**config.mk**
```make
export PLATFORM = sky130hd
export DESIGN_NAME = iscas_bist_ctrl
export DESIGN_NICKNAME = d
export VERILOG_FILES = /design/src/rtl/iscas_bist_pkg.sv /design/src/rtl/iscas_sig_reg.sv /design/src/rtl/iscas_bist_ctrl.sv
export SDC_FILE = /design/constraint.sdc
export NUM_CORES = 1
export LEC_CHECK = 0
export ABC_AREA = 1
export CORE_ASPECT_RATIO = 1.25
export CORE_MARGIN = 4
export CORE_UTILIZATION = 64
export CTS_CLUSTER_DIAMETER = 80
export DETAILED_ROUTE_END_ITERATION = 10
export DONT_BUFFER_PORTS = 1
export GPL_TIMING_DRIVEN = 0
export PLACE_DENSITY = 0.78
export SYNTH_ARGS = -nofsm -noshare
export SYNTH_HDL_FRONTEND = slang
export SYNTH_HIERARCHICAL = 1
export SYNTH_SLANG_ARGS = --single-unit
```
**constraint.sdc**
```tcl
create_clock -name CK -period 2.5 [get_ports CK]
set_input_delay 0.5 -clock CK [delete_from_list [all_inputs] [get_ports CK]]
set_output_delay 0.5 -clock CK [all_outputs]
set_load 0.02 [all_outputs]
```
**src/rtl/iscas_bist_pkg.sv**
```systemverilog
// Shared state encoding, default polynomial/seed and the Galois step used by
// both the pattern LFSR and the response MISR.
package iscas_bist_pkg;

    localparam int unsigned SIG_MAX  = 64;
    localparam logic [15:0] DEF_POLY = 16'h002D;
    localparam logic [15:0] DEF_SEED = 16'h0001;

    typedef enum logic [2:0] {
        IDLE,
        INIT,
        RUN,
        DRAIN,
        DONE
    } bist_state_e;

    // One Galois shift of a w-bit register kept in the low bits of x.
    function automatic logic [SIG_MAX-1:0] sig_step(
        input logic [SIG_MAX-1:0] x,
        input logic [SIG_MAX-1:0] poly,
        input int unsigned        w
    );
        logic [SIG_MAX-1:0] mask;
        logic               msb;
        mask = {SIG_MAX{1'b1}} >> (SIG_MAX - w);
        msb  = |(x & (SIG_MAX'(1) << (w - 1)));
        return ((x << 1) & mask) ^ (msb ? (poly & mask) : '0);
    endfunction

endpackage

```
**src/rtl/iscas_sig_reg.sv**
```systemverilog
// Signature register: Galois shift with XOR-in data, usable as LFSR (data
// tied to zero) or MISR. Load wins over enable.
module iscas_sig_reg
    import iscas_bist_pkg::*;
#(
    parameter int unsigned      SIG_W   = 16,
    parameter logic [SIG_W-1:0] POLY    = SIG_W'(DEF_POLY),
    parameter logic [SIG_W-1:0] RST_VAL = '0
) (
    input  logic             i_clk,
    input  logic             i_rst,
    input  logic             i_load,
    input  logic [SIG_W-1:0] i_load_val,
    input  logic             i_en,
    input  logic [SIG_W-1:0] i_din,
    output logic [SIG_W-1:0] o_q,
    output logic [SIG_W-1:0] o_next_c
);

    logic [SIG_W-1:0] r_q;
    logic [SIG_W-1:0] w_step;

    assign w_step = SIG_W'(sig_step(SIG_MAX'(r_q), SIG_MAX'(POLY), SIG_W));

    always_comb begin
        o_next_c = r_q;
        if (i_load) begin
            o_next_c = i_load_val;
        end else if (i_en) begin
            o_next_c = w_step ^ i_din;
        end
    end

    always_ff @(posedge i_clk) begin
        if (i_rst) begin
            r_q <= RST_VAL;
        end else begin
            r_q <= o_next_c;
        end
    end

    assign o_q = r_q;

endmodule

```
**src/rtl/iscas_bist_ctrl.sv**
```systemverilog
// BIST sequencer for small ISCAS sequential benchmarks: init vector, LFSR
// patterns, latency-aligned MISR compaction and golden compare.
module iscas_bist_ctrl
    import iscas_bist_pkg::*;
#(
    parameter int unsigned      N_IN        = 3,
    parameter int unsigned      N_OUT       = 6,
    parameter int unsigned      SIG_W       = 16,
    parameter logic [SIG_W-1:0] POLY        = SIG_W'(DEF_POLY),
    parameter logic [SIG_W-1:0] SEED        = SIG_W'(DEF_SEED),
    parameter int unsigned      PATTERNS    = 1024,
    parameter int unsigned      INIT_CYCLES = 2,
    parameter logic [N_IN-1:0]  INIT_VEC    = N_IN'(1),
    parameter int unsigned      CAPTURE_LAT = 1
) (
    input  logic             CK,
    input  logic             RST,
    input  logic             start,
    input  logic             abort,
    input  logic [SIG_W-1:0] golden,
    input  logic [N_OUT-1:0] dut_out,
    output logic [N_IN-1:0]  dut_in,
    output logic             busy,
    output logic             done,
    output logic             pass,
    output logic [SIG_W-1:0] signature
);

    localparam logic [SIG_W-1:0] SEED_EFF = (SEED == '0) ? SIG_W'(1) : SEED;
    localparam int unsigned CNT_A = (PATTERNS > INIT_CYCLES) ? PATTERNS : INIT_CYCLES;
    localparam int unsigned CNT_MAX = (CNT_A > CAPTURE_LAT) ? CNT_A : CAPTURE_LAT;
    localparam int unsigned CNT_W = $clog2(CNT_MAX + 1);

    bist_state_e            r_state, w_state_nxt;
    logic [CNT_W-1:0]       r_cnt, w_cnt_nxt;
    logic [N_IN-1:0]        r_dut_in, w_dut_in_nxt;
    logic                   r_busy, w_busy_nxt;
    logic                   r_done, w_done_nxt;
    logic                   r_pass, w_pass_nxt;
    logic [CAPTURE_LAT-1:0] r_pipe, w_pipe_nxt;
    logic                   w_lfsr_load, w_lfsr_en, w_misr_load, w_misr_en;
    logic                   w_pipe_clr, w_abort;
    logic [SIG_W-1:0]       w_lfsr, w_lfsr_next, w_misr, w_misr_next;
    logic                   w_unused_lfsr;

    assign w_abort   = abort & r_busy;
    // Capture only while a run is live, so an abort freezes the partial signature.
    assign w_misr_en = r_pipe[CAPTURE_LAT-1] & r_busy & ~abort;
    assign w_unused_lfsr = ^{w_lfsr[SIG_W-1:N_IN], w_lfsr_next};

    iscas_sig_reg #(.SIG_W(SIG_W), .POLY(POLY), .RST_VAL(SEED_EFF)) u_lfsr (
        .i_clk      (CK),
        .i_rst      (RST),
        .i_load     (w_lfsr_load),
        .i_load_val (SEED_EFF),
        .i_en       (w_lfsr_en),
        .i_din      ('0),
        .o_q        (w_lfsr),
        .o_next_c   (w_lfsr_next)
    );

    iscas_sig_reg #(.SIG_W(SIG_W), .POLY(POLY), .RST_VAL('0)) u_misr (
        .i_clk      (CK),
        .i_rst      (RST),
        .i_load     (w_misr_load),
        .i_load_val ('0),
        .i_en       (w_misr_en),
        .i_din      (SIG_W'(dut_out)),
        .o_q        (w_misr),
        .o_next_c   (w_misr_next)
    );

    always_comb begin
        w_state_nxt  = r_state;
        w_cnt_nxt    = r_cnt;
        w_dut_in_nxt = r_dut_in;
        w_busy_nxt   = r_busy;
        w_done_nxt   = r_done;
        w_pass_nxt   = r_pass;
        w_lfsr_load  = 1'b0;
        w_lfsr_en    = 1'b0;
        w_misr_load  = 1'b0;
        w_pipe_clr   = 1'b0;
        unique case (r_state)
            IDLE, DONE: begin
                if (start) begin
                    w_state_nxt  = INIT;
                    w_cnt_nxt    = '0;
                    w_dut_in_nxt = INIT_VEC;
                    w_busy_nxt   = 1'b1;
                    w_done_nxt   = 1'b0;
                    w_pass_nxt   = 1'b0;
                    w_lfsr_load  = 1'b1;
                    w_misr_load  = 1'b1;
                    w_pipe_clr   = 1'b1;
                end
            end
            INIT: begin
                if (r_cnt == CNT_W'(INIT_CYCLES - 1)) begin
                    w_state_nxt  = RUN;
                    w_cnt_nxt    = '0;
                    w_dut_in_nxt = w_lfsr[N_IN-1:0];
                    w_lfsr_en    = 1'b1;
                end else begin
                    w_cnt_nxt = r_cnt + CNT_W'(1);
                end
            end
            RUN: begin
                w_lfsr_en = 1'b1;
                if (r_cnt == CNT_W'(PATTERNS - 1)) begin
                    w_state_nxt  = DRAIN;
                    w_cnt_nxt    = '0;
                    w_dut_in_nxt = '0;
                end else begin
                    w_cnt_nxt    = r_cnt + CNT_W'(1);
                    w_dut_in_nxt = w_lfsr[N_IN-1:0];
                end
            end
            DRAIN: begin
                // The last capture lands on this same edge, so compare its result.
                if (r_cnt == CNT_W'(CAPTURE_LAT - 1)) begin
                    w_state_nxt = DONE;
                    w_cnt_nxt   = '0;
                    w_busy_nxt  = 1'b0;
                    w_done_nxt  = 1'b1;
                    w_pass_nxt  = (w_misr_next == golden);
                end else begin
                    w_cnt_nxt = r_cnt + CNT_W'(1);
                end
            end
            default: begin
                w_state_nxt  = IDLE;
                w_cnt_nxt    = '0;
                w_dut_in_nxt = '0;
                w_busy_nxt   = 1'b0;
            end
        endcase
        if (w_abort) begin
            w_state_nxt  = IDLE;
            w_cnt_nxt    = '0;
            w_dut_in_nxt = '0;
            w_busy_nxt   = 1'b0;
            w_done_nxt   = 1'b0;
            w_pass_nxt   = 1'b0;
            w_lfsr_en    = 1'b0;
            w_pipe_clr   = 1'b1;
        end
    end

    assign w_pipe_nxt = w_pipe_clr ? '0 : CAPTURE_LAT'({r_pipe, (r_state == RUN)});

    always_ff @(posedge CK) begin
        if (RST) begin
            r_state  <= IDLE;
            r_cnt    <= '0;
            r_dut_in <= '0;
            r_busy   <= 1'b0;
            r_done   <= 1'b0;
            r_pass   <= 1'b0;
            r_pipe   <= '0;
        end else begin
            r_state  <= w_state_nxt;
            r_cnt    <= w_cnt_nxt;
            r_dut_in <= w_dut_in_nxt;
            r_busy   <= w_busy_nxt;
            r_done   <= w_done_nxt;
            r_pass   <= w_pass_nxt;
            r_pipe   <= w_pipe_nxt;
        end
    end

    assign dut_in    = r_dut_in;
    assign busy      = r_busy;
    assign done      = r_done;
    assign pass      = r_pass;
    assign signature = w_misr;

endmodule

```
* Word-level counts from Yosys, hierarchy flattened *
Cells that the tools add are included.

storage, ports and cells
  ROM bits = 0
  output and inout port bits = 22
  input port bits = 26
  memories = 0
  bits in latches = 0
  register bits = 53
  bits in writable memories = 0

operators by class
  order comparisons = 0
  multipliers = 0
  div/mod/pow operators = 0
  equality and inequality tests = 11
  reductions and logical operators = 12
  mux-type cells = 31
  shift-type cells = 0
  bitwise logic cells = 9
  add/sub/neg operators = 1

operators with widths
  cell                                             number
  2-to-1 mux 11 bit                                4
  one-hot mux 11 bit (4 select lines)              1
  2-to-1 mux 16 bit                                2
  XOR 16 bit                                       2
  one-hot mux 3 bit (4 select lines)               2
  2-to-1 mux 3 bit                                 6
  == test 16 bit                                   1
  XOR 16 x 6 -> 16 bit                             1
  2-to-1 mux 6 bit                                 2
  adder 11 x 1 -> 11 bit, second input constant    1
  == test 11 x 1 -> 1 bit, second input constant   1
  == test 11 x 10 -> 1 bit, second input constant  1
  logical NOT 11 bit                               1
  2-to-1 mux 1 bit                                 10
  OR reduction 2 bit                               5
  AND reduction 3 bit                              3
  inequality test 2 bit, second input constant     4
  == test 3 x 2 -> 1 bit, second input constant    2
  one-hot mux 1 bit (2 select lines)               3
  AND reduction 4 bit                              1
  bitwise AND 1 bit                                3
  == test 3 x 1 -> 1 bit, second input constant    1
  == test 3 bit, second input constant             1
  logical NOT 3 bit                                1
  3 further kinds                                  5

* Logic depth before layout (Yosys ltp) *
Gate-level depths: netlist of the first run.

  depth after elaboration = 8
  mapped depth = 15
  gate-level depth less buffers = 14

* Hierarchy *
Netlist of the first run, hierarchy kept.

modules (own cells, without submodules)
  module                   cells an instance  area an instance (um^2)  times used
  iscas_bist_ctrl          217                1467.7                   1
  iscas_sig_reg at u_lfsr  157                1046.0                   1
  iscas_sig_reg at u_misr  158                1012.2                   1

* Worst setup path before layout of the first run *
Ideal clock, no wire load.

  path type = flip-flop to flip-flop
  start point = reg r_state[0]
  end point = reg r_pass (netlist: pass)
  setup time = 70 ps
  arrival time = 1941 ps
  slack = 490 ps
  stages on the path, launching flop included = 15
  path through = dfxtp_1 > nor2_1 > inv_1 > nor2_1 > buf_2 > buf_2 > a21oi_1 > nand2_1 > o21ai_2 > inv_1 > xnor2_1 > nand4_1 > nor2_1 > nand3_1 > a21oi_1

on the way
  cells in the longest elaborated chain, start to end = 7
  elaborated cells on any way between the ends = 13
  classes of those cells = eq/ne: 5; mux: 4; reduce/logical: 4

RTL lines
  element                                                    RTL line                source
  start: declaration                                         iscas_bist_ctrl.sv:34   bist_state_e r_state, w_state_nxt;
  start signal: assignment                                   iscas_bist_ctrl.sv:162  r_state <= w_state_nxt;
  == test 3 bit / logical NOT 3 bit (equally long branches)  --
  OR reduction 2 bit *                                       --
  2-to-1 mux 1 bit *                                         --
  net w_lfsr_load                                            iscas_bist_ctrl.sv:41   logic w_lfsr_load, w_lfsr_en, w_misr_load, w_misr_en;
  2-to-1 mux 16 bit *                                        iscas_sig_reg.sv:27     if (i_load) begin
  net w_misr_next[13]                                        iscas_bist_ctrl.sv:43   logic [SIG_W-1:0] w_lfsr, w_lfsr_next, w_misr, w_misr_next;
  == test 16 bit *                                           iscas_bist_ctrl.sv:126  w_pass_nxt = (w_misr_next == golden);
  2-to-1 mux 1 bit *                                         iscas_bist_ctrl.sv:121  if (r_cnt == CNT_W'(CAPTURE_LAT - 1)) begin
  one-hot mux 1 bit (2 select lines) *                       iscas_bist_ctrl.sv:84   unique case (r_state)
  end signal: assignment                                     iscas_bist_ctrl.sv:167  r_pass <= w_pass_nxt;
  end: declaration                                           iscas_bist_ctrl.sv:39   logic r_pass, w_pass_nxt;

Mark *: on every way through the listed nets, which the timed path passes. The rest lies on a longest branch. The select of a mux whose other input is x is not followed.
A chain may end at the register's enable or synchronous reset.

* Worst setup path in the final report of the first run *
Ends and elaborated chain as after synthesis.

==> impl_metrics.py, run 1 <==
metrics = {
    "synthesis": {
        "syn-cell-area_um2": 3470,
        "synth.avg_cell_area_um2": 6.72,
        "synth_cells": 516,
        "ys_warn_count": 6,
    },
    "timing": {
        "fin_tns_setup_ns": 0,
        "relSlewSlack_pct": 59.1,
        "period_share_pct": 91.4,
        "rsz0062_at_grt": "false",
        "worstMarginPinSlew_ns": 0.614,
        "whs_ns": 0.247,
        "fmax_mhz": 438,
        "hold_viol": 0,
        "setup_violations": 0,
        "period_needed_ns": 2.28,
        "maxSlewViolCount": 0,
        "fin_worst_skew_ns": 0.0139,
    },
    "die": {
        "coreArea_um2": 5150,
        "die_h_um": 90.3,
        "die_w_um": 73.8,
        "start_util_pct": 67.3,
        "io_pins": 48,
        "row_count": 29,
        "dieArea_um2": 6660,
    },
    "route": {
        "wl_per_cell_um": 11.7,
        "vias_per_cell": 4.97,
        "routed_wl_um": 7780,
        "drc_errors": 0,
        "ant_nets": 0,
        "via_count": 3309,
        "first_iter_violations": 107,
        "firstDrtPassIters": 4,
    },
    "finish": {
        "drive_above_1_share_pct": 14.1,
        "final_cells": 666,
        "fill_cells": 436,
        "nets": 633,
        "syn2layout_area_growth_pct": 14.7,
        "n_antenna_cell": 0,
    },
    "placement": {
        "gp_congestion": 0.878,
        "port-buffer-count": 0,
        "dp.cells": 659,
        "dp.final_hpwl_um": 5900,
    },
    "global_routing": {
        "track_usage_pct": 24.6,
        "grt_pass1_vias": 3104,
        "grt_overflow": 0,
        "grt_first_pass_wirelength_um": 13400,
        "antenna_found_initial": 0,
        "grt_max_degree": 16,
    },
    "setup_path": {
        "rr_worst_depth": 14,
        "cp-start-kind": "flip-flop",
        "arrival_ns": 2.53,
        "crit_required_ns": 2.75,
        "crit_path_end_kind": "flip-flop",
        "critPathKind": "reg2reg",
        "worstSetupStartpoint": "r_state[0]$_SDFFE_PP0P_",
        "timing.rr.start": "r_state[0]$_SDFFE_PP0P_",
        "cp_max_fo": 10,
    },
    "clock_network": {
        "post-cts-setup-buffer-count": 0,
        "hold_buffers": 0,
        "numClockSinks": 53,
        "cts_buffer_depth": 2,
        "clkLatencyLatePin_ns": 0.31,
        "cts_root_buf": "clkbuf_8",
        "cts.clk_slew.worst_paths_ns": 0.10,
        "cts_tree": "done",
        "cts_made_buffers": 5,
        "cts-htree-levels": 2,
    },
    "min_path": {
        "holdPathStages": 1,
        "min_path_type": "in2reg",
        "hp-start": "RST",
    },
    "power": {
        "totalPowerFinal_mw": 3.80,
        "p_leak_nw": 1.86,
        "pwr-share-clk_pct": 15.2,
        "combPwrFrac_pct": 48.4,
        "net-switching-power_mw": 1.75,
        "intPower_mw": 2.06,
        "worst_ir_drop_vdd_uv": 706,
        "switching_share_pct": 45.9,
        "p_per_area_nw_per_um2": 956,
        "p_seq_share_pct": 36.4,
    },
    "status": {
        "status": "completed",
    },
    "flow_run": {
        "drv_cap": 0,
    },
}
## worst paths after layout
kind / endpoint / slack [ns]
worst max-delay path: pass$_SDFFE_PP0P_ / 0.22
worst min-delay path: u_lfsr/o_q[9]$_SDFF_PP0_ / 0.25
worst max register to register: pass$_SDFFE_PP0P_ / 0.22
worst min register to register: r_cnt[10]$_SDFFE_PP0P_ / 0.51
## worst max-delay path, cell delays in order, from the launching register on
cell	delay [ns]
dfxtp_1	0.38
nor2_2	0.20
inv_1	0.12
nor2_4	0.18
buf_4	0.20
clkbuf_4	0.23
nor2_1	0.06
nand2_1	0.08
nand2_1	0.06
xor2_1	0.14
nor2_1	0.09
nand2_1	0.07
nor2_1	0.16
nand3_1	0.11
a21oi_1	0.13
## flip-flops by register name (all words and copies together) (netlist names)
signal and count:
r_cnt 11, dut_in 3, u_lfsr/o_q 16, r_state 3
done 1, busy 1, r_pipe 1, pass 1
u_misr/o_q 16
## power groups by stage
stage / combinational (mW) / clock, mW / sequential (mW)
floorplan: 1.52 / 0 / 1.34
global placement: 1.75 / 0 / 1.39
detailed placement: 1.80 / 0 / 1.40
CTS: 1.82 / 0.584 / 1.38
global route: 2.11 / 0.631 / 1.42
finish: 1.84 / 0.578 / 1.38
## per-stage QoR
step	setup WS, ns	util (%)	area (um^2)
finish	0.216	77.1	3980
global route	0.0226	77.1	3980
CTS	0.0391	76.9	3960
detailed placement	-0.148	74.7	3850
global placement	-0.0907	74.7	3850
floorplan	0.490	-	3770
## timing repair
action / 4_1_cts / 5_1_grt
gates resized for setup: 3 / 7
endpoints found under the setup margin: 1 / 1
hold endpoints to repair: 0 / 0
## cell usage in the layout (no fill, tap or decap), types with 15 or more instances in the layout
cell / count
a21oi_1: 58
o21ai_1: 15
o21ai_0: 28
nand3_1: 24
nor2_1: 45
inv_1: 55
nor2_2: 15
nand2_1: 119
conb_1: 83
dfxtp_1: 52
## routing by layer
metal | up-vias | part of all wire (%) | track usage (%) | wire length [um]
met5 | - | 0 | 0 | 0
met4 | 0 | 0.89 | 7.10 | 69
met3 | 6 | 6.1 | 5.57 | 472
met2 | 68 | 52 | 43.0 | 4040
met1 | 1473 | 41 | 29.4 | 3190
li1 | 1762 | - | - | -
## cell type report
type                            instances  area [um^2]  share of cell area [%]
Buffer                                 16          131                    3.31
Clock buffer                            5         68.8                    1.73
Clock inverter                          2         35.0                   0.881
Inverter                               62          238                    5.98
Multi-Input combinational cell        466         2360                    59.4
Sequential cell                        53         1060                    26.7
Tap cell                               62         77.6                    1.95
(Power assumes the default switching activity.)
==> inputs of run 2 (changes only) <==
--- a/config.mk
+++ b/config.mk
@@ -5,7 +5,7 @@
 export SDC_FILE = /design/constraint.sdc
 export NUM_CORES = 1
 export LEC_CHECK = 0
-export ABC_AREA = 1
+export ABC_AREA = 0
 export CORE_ASPECT_RATIO = 1.25
 export CORE_MARGIN = 4
 export CORE_UTILIZATION = 64
==> impl_metrics.py, run 2 <==
metrics = {
    "status": {
        "status": "finished, violations left",
        "failed_checks": "setup timing",
    },
    "route": {
        "drc_errors": 0,
        "wl_per_cell_um": 15.8,
        "met1Wirelength_um": 3080,
        "wl_met3_um": 472,
        "firstDrtPassIters": 4,
        "routed_wl_um": 7890,
        "via_count": 2826,
        "dr_wl_met2_um": 4110,
        "first_iter_violations": 146,
        "routed.top_layer": "met4",
        "ant_nets": 0,
        "vias_per_cell": 5.65,
    },
    "global_routing": {
        "grt_first_pass_wirelength_um": 12800,
        "track_usage_pct": 25.8,
        "antenna_found_initial": 0,
        "grt_overflow": 0,
        "grt_max_degree": 18,
        "grt_pass1_vias": 2814,
    },
    "clock_network": {
        "cts_buffer_depth": 2,
        "cts.clk_slew.worst_paths_ns": 0.10,
        "cts_tree": "done",
        "hold_buffers": 0,
        "numClockSinks": 53,
        "cts_root_buf": "clkbuf_8",
        "cts_made_buffers": 5,
        "clkLatencyLatePin_ns": 0.31,
        "cts-htree-levels": 2,
    },
    "setup_path": {
        "cp-start-kind": "flip-flop",
        "cp_max_fo": 3,
        "critPathKind": "reg2reg",
        "cp_slowest_cell": "or3b_4",
        "crit_path_end_kind": "flip-flop",
        "crit_required_ns": 2.75,
        "arrival_ns": 2.86,
        "crit_family": "simple AND/OR/NAND/NOR gates",
        "cp_num_buf_inv": 2,
        "path_cells": "buf_8, nor2_4, nand2_2, clkinvlp_4, or3b_4, mux2_4, nand2_4, xor2_2, nor4_2, nand2_1, or4_4, a21oi_2",
        "cpPeakStageDelay_ns": 0.44,
        "reg2reg_slack_ns": -0.10,
    },
    "timing": {
        "maxSlewViolCount": 0,
        "setup_violations": 1,
        "period_share_pct": 104,
        "period_needed_ns": 2.60,
        "fmax_mhz": 384,
        "hold_viol": 0,
        "fin_worst_skew_ns": 0.00805,
        "relSlewSlack_pct": 62.5,
        "rsz0062_at_grt": "true",
        "worstMarginPinSlew_ns": 0.563,
        "fin_ws_ns": -0.104,
    },
    "finish": {
        "post-route-util_pct": 80.8,
        "layout_commonest_cell": "conb_1",
        "drive_above_1_share_pct": 17.5,
        "syn2layout_area_growth_pct": 21.2,
        "mostFrequentLayoutCells": "conb_1 (58), dfxtp_1 (50), nand2_1 (41)",
        "final_cells": 500,
        "n_antenna_cell": 0,
        "nets": 468,
    },
    "placement": {
        "port-buffer-count": 0,
        "dp.final_hpwl_um": 5310,
        "gp_congestion": 0.838,
        "dp.cells": 479,
    },
    "power": {
        "p_seq_share_pct": 44.8,
        "intPower_mw": 1.56,
        "net-switching-power_uw": 696,
        "pwr-share-clk_pct": 31.4,
        "p_leak_nw": 1.52,
        "combPwrFrac_pct": 23.9,
        "p_per_area_nw_per_um2": 585,
        "switching_share_pct": 30.9,
        "worst_ir_drop_vdd_uv": 373,
    },
    "die": {
        "dieArea_um2": 6160,
        "die_w_um": 71.0,
        "row_count": 28,
        "io_pins": 48,
        "start_util_pct": 66.7,
        "die_h_um": 86.8,
        "coreArea_um2": 4760,
    },
    "flow_run": {
        "drv_cap": 0,
    },
    "synthesis": {
        "ys_warn_count": 6,
        "syn-cell-area_um2": 3180,
        "synth.avg_cell_area_um2": 8.75,
        "synth_cells": 363,
    },
    "min_path": {
        "min_path_type": "in2reg",
    },
}
## run 2: final timing paths
check                     startpoint                        to  depth (start not counted)
max          r_state[1]$_SDFFE_PP0P_         pass$_SDFFE_PP0P_                         12
min                              RST  u_lfsr/o_q[5]$_SDFF_PP0_                          1
max reg2reg  r_state[1]$_SDFFE_PP0P_         pass$_SDFFE_PP0P_                         12
min reg2reg    r_cnt[4]$_SDFFE_PP0P_     r_cnt[4]$_SDFFE_PP0P_                          2
## run 2: stage by stage
stage / hold WS [ns] / total power [mW] / instance area, um^2 / setup WS (ns) / TNS [ns]
after detailed placement: 0.515 / 1.49 / 3460 / -0.396 / -1.34
after global placement: 0.501 / 1.47 / 3460 / -0.389 / -1.03
after global routing: 0.223 / 2.35 / 3850 / -0.162 / -0.166
after floorplan: 0.474 / 1.39 / 3390 / 0.0113 / 0
final: 0.243 / 2.25 / 3850 / -0.104 / -0.104
after CTS: 0.238 / 2.20 / 3730 / -0.107 / -0.107
## run 2: layout make-up
class	count	area (um^2)
multi-input combinational	340	2280
sequential	53	1070
tap	60	75.1
clock buffer	5	68.8
clock inverter	3	68.8
fill	342	915
buffer	19	149
timing repair buffer	15	116
inverter	5	22.5
## run 2: what timing repair did
item | in CTS | in global routing
buffers inserted | 11 | 4
pin swaps | 8 | 7
setup endpoints to repair | 13 | 22
gates resized for setup | 22 | 25
## run 2: power by group through the flow
stage               clock network (mW)  logic [mW]  registers [mW]
floorplan                            0       0.385            1.00
global placement                     0       0.455            1.02
detailed placement                   0       0.467            1.02
CTS                              0.711       0.485            1.01
global route                     0.744       0.590            1.01
finish                           0.707       0.538            1.01
## run 2: per-layer routing
metal	vias up	global-route usage, %
met1	1322	29.0
met3	19	5.45
met2	86	46.7
li1	1399	-
met5	-	0
met4	0	10.8
==> inputs of run 3 (changes only) <==
--- a/config.mk
+++ b/config.mk
@@ -7,7 +7,7 @@
 export LEC_CHECK = 0
 export ABC_AREA = 0
 export CORE_ASPECT_RATIO = 1.25
-export CORE_MARGIN = 4
+export CORE_MARGIN = 3
 export CORE_UTILIZATION = 64
 export CTS_CLUSTER_DIAMETER = 80
 export DETAILED_ROUTE_END_ITERATION = 10
==> constraint.sdc (replaced) <==
create_clock -name CK -period 2.7 [get_ports CK]
set_input_delay 0.54 -clock CK [delete_from_list [all_inputs] [get_ports CK]]
set_output_delay 0.54 -clock CK [all_outputs]
set_load 0.02 [all_outputs]
==> impl_metrics.py, run 3 (synthesis gave the netlist of run 2 again) <==
metrics = {
    "placement": {
        "dp.final_hpwl_um": 5310,
        "port-buffer-count": 0,
        "dp.cells": 479,
        "gp_congestion": 0.839,
    },
    "global_routing": {
        "grt_max_degree": 16,
        "grt_first_pass_wirelength_um": 11900,
        "grt_overflow": 0,
        "antenna_found_initial": 0,
        "track_usage_pct": 24.8,
        "grt_pass1_vias": 2569,
    },
    "clock_network": {
        "cts_made_buffers": 5,
        "cts_tree": "done",
        "cts-htree-levels": 2,
        "clkLatencyLatePin_ns": 0.31,
        "cts_buffer_depth": 2,
        "cts.clk_slew.worst_paths_ns": 0.10,
        "hold_buffers": 0,
        "numClockSinks": 53,
        "cts_root_buf": "clkbuf_8",
    },
    "die": {
        "row_count": 28,
        "die_h_um": 84.8,
        "io_pins": 48,
        "die_w_um": 69.0,
        "coreArea_um2": 4760,
        "dieArea_um2": 5850,
        "start_util_pct": 66.7,
    },
    "route": {
        "vias_per_cell": 5.57,
        "via_count": 2717,
        "wl_per_cell_um": 14.8,
        "firstDrtPassIters": 4,
        "routed_wl_um": 7230,
        "drc_errors": 0,
        "first_iter_violations": 111,
        "ant_nets": 0,
    },
    "finish": {
        "mostFrequentLayoutCells": "conb_1 (58), dfxtp_1 (50), nand2_1 (44)",
        "multiInputGateArea_um2": 2200,
        "n_antenna_cell": 0,
        "final-seq-area_um2": 1070,
        "nets": 457,
        "post-route-util_pct": 75.7,
        "layout_commonest_cell": "conb_1",
        "syn2layout_area_growth_pct": 13.5,
        "final_cells": 488,
        "fill_cells": 402,
        "drive_above_1_share_pct": 11.4,
    },
    "timing": {
        "worstMarginPinSlew_ns": 0.589,
        "period_needed_ns": 2.60,
        "fmax_mhz": 384,
        "whs_ns": 0.291,
        "relSlewSlack_pct": 60.8,
        "maxSlewViolCount": 0,
        "fin_worst_skew_ns": 0.0109,
        "hold_viol": 0,
        "period_share_pct": 96.5,
        "fin_tns_setup_ns": 0,
        "rsz0062_at_grt": "true",
        "setup_violations": 0,
    },
    "setup_path": {
        "cp.depth": 11,
        "cpPeakStageDelay_ns": 0.43,
        "timing.rr.start": "r_state[0]$_SDFFE_PP0P_",
        "crit_required_ns": 2.95,
        "cp_max_fo": 13,
        "critPathCapture": "pass$_SDFFE_PP0P_",
        "cp_slowest_cell": "or4_4",
        "cp_num_buf_inv": 3,
        "path_cells": "buf_8, nor2_1, nand2_2, inv_4, clkbuf_1, o21ai_0, xor2_1, nor4_1, nand2_1, or4_4, a21oi_1",
        "reg2reg_slack_ns": 0.1,
        "cp-start-kind": "flip-flop",
        "crit_path_end_kind": "flip-flop",
        "r2r-end": "pass$_SDFFE_PP0P_",
        "critPathKind": "reg2reg",
        "worstSetupStartpoint": "r_state[0]$_SDFFE_PP0P_",
        "arrival_ns": 2.85,
        "rr_worst_depth": 11,
        "crit_family": "simple AND/OR/NAND/NOR gates",
    },
    "power": {
        "p_leak_nw": 1.41,
        "p_per_area_nw_per_um2": 511,
        "totalPowerFinal_mw": 1.84,
        "worst_ir_drop_vdd_uv": 361,
    },
    "flow_run": {
        "drv_cap": 0,
    },
    "min_path": {
        "min_path_type": "in2reg",
    },
    "status": {
        "status": "completed",
    },
}
run 3: cell count changes in the layout (fill, tap and decap cells not counted), moves of 2 or more:
cell,delta
bufinv_16,-2
buf_4,-11
buf_6,-4
a22oi_2,-2
buf_2,+3
a22oi_1,+2
clkbuf_1,+2
nand2_1,+3
nand2_2,-2
run 3: power by group:
group	leakage, nW	internal, mW	total, mW	switching, mW
registers	0.435	0.838	0.926	0.0880
clock network	0.0433	0.203	0.464	0.260
logic	0.933	0.201	0.451	0.250
total	1.41	1.24	1.84	0.598
run 3: per-layer routing:
metal	up-vias	GRT usage, %	routed length (um)
li1	1379	-	-
met1	1251	28.5	2920
met2	69	43.4	3690
met3	18	5.51	342
met4	0	11.7	274
met5	-	0	0
run 3: cell type report:
class	instances	share of cell area, %
multi-input cells	340	61.1
well taps	60	2.08
clock inverters	1	0.208
clock buffers	6	2.29
inverters	5	0.590
flip-flops and latches	53	29.7
plain buffers	20	3.47
repair buffers	3	0.625
run 3: timing repair:
item                                    CTS  global route
gates resized for setup                   5            10
buffers inserted                          0             3
pin swaps                                 1             5
endpoints found under the setup margin    1            11
run 3: worst min path at each step:
stage	from	end	depth (start not counted)
floorplan	r_cnt[8]$_SDFFE_PP0P_	r_cnt[8]$_SDFFE_PP0P_	2
global route	RST	u_lfsr/o_q[2]$_SDFF_PP0_	1
finish	RST	u_lfsr/o_q[2]$_SDFF_PP0_	1
global placement	r_cnt[8]$_SDFFE_PP0P_	r_cnt[8]$_SDFFE_PP0P_	2
CTS	RST	u_lfsr/o_q[2]$_SDFF_PP0_	1
detailed placement	r_cnt[4]$_SDFFE_PP0P_	r_cnt[4]$_SDFFE_PP0P_	2
run 3: per-stage QoR:
| stage | setup WS, ns | instance area (um^2) |
|---|---|---|
| 5_1_grt | -0.0207 | 3600 |
| 2_1_floorplan | 0.125 | 3390 |
| 6_report | 0.0953 | 3600 |
| 3_3_place_gp | -0.283 | 3460 |
| 3_5_place_dp | -0.300 | 3460 |
| 4_1_cts | 0.00511 | 3550 |
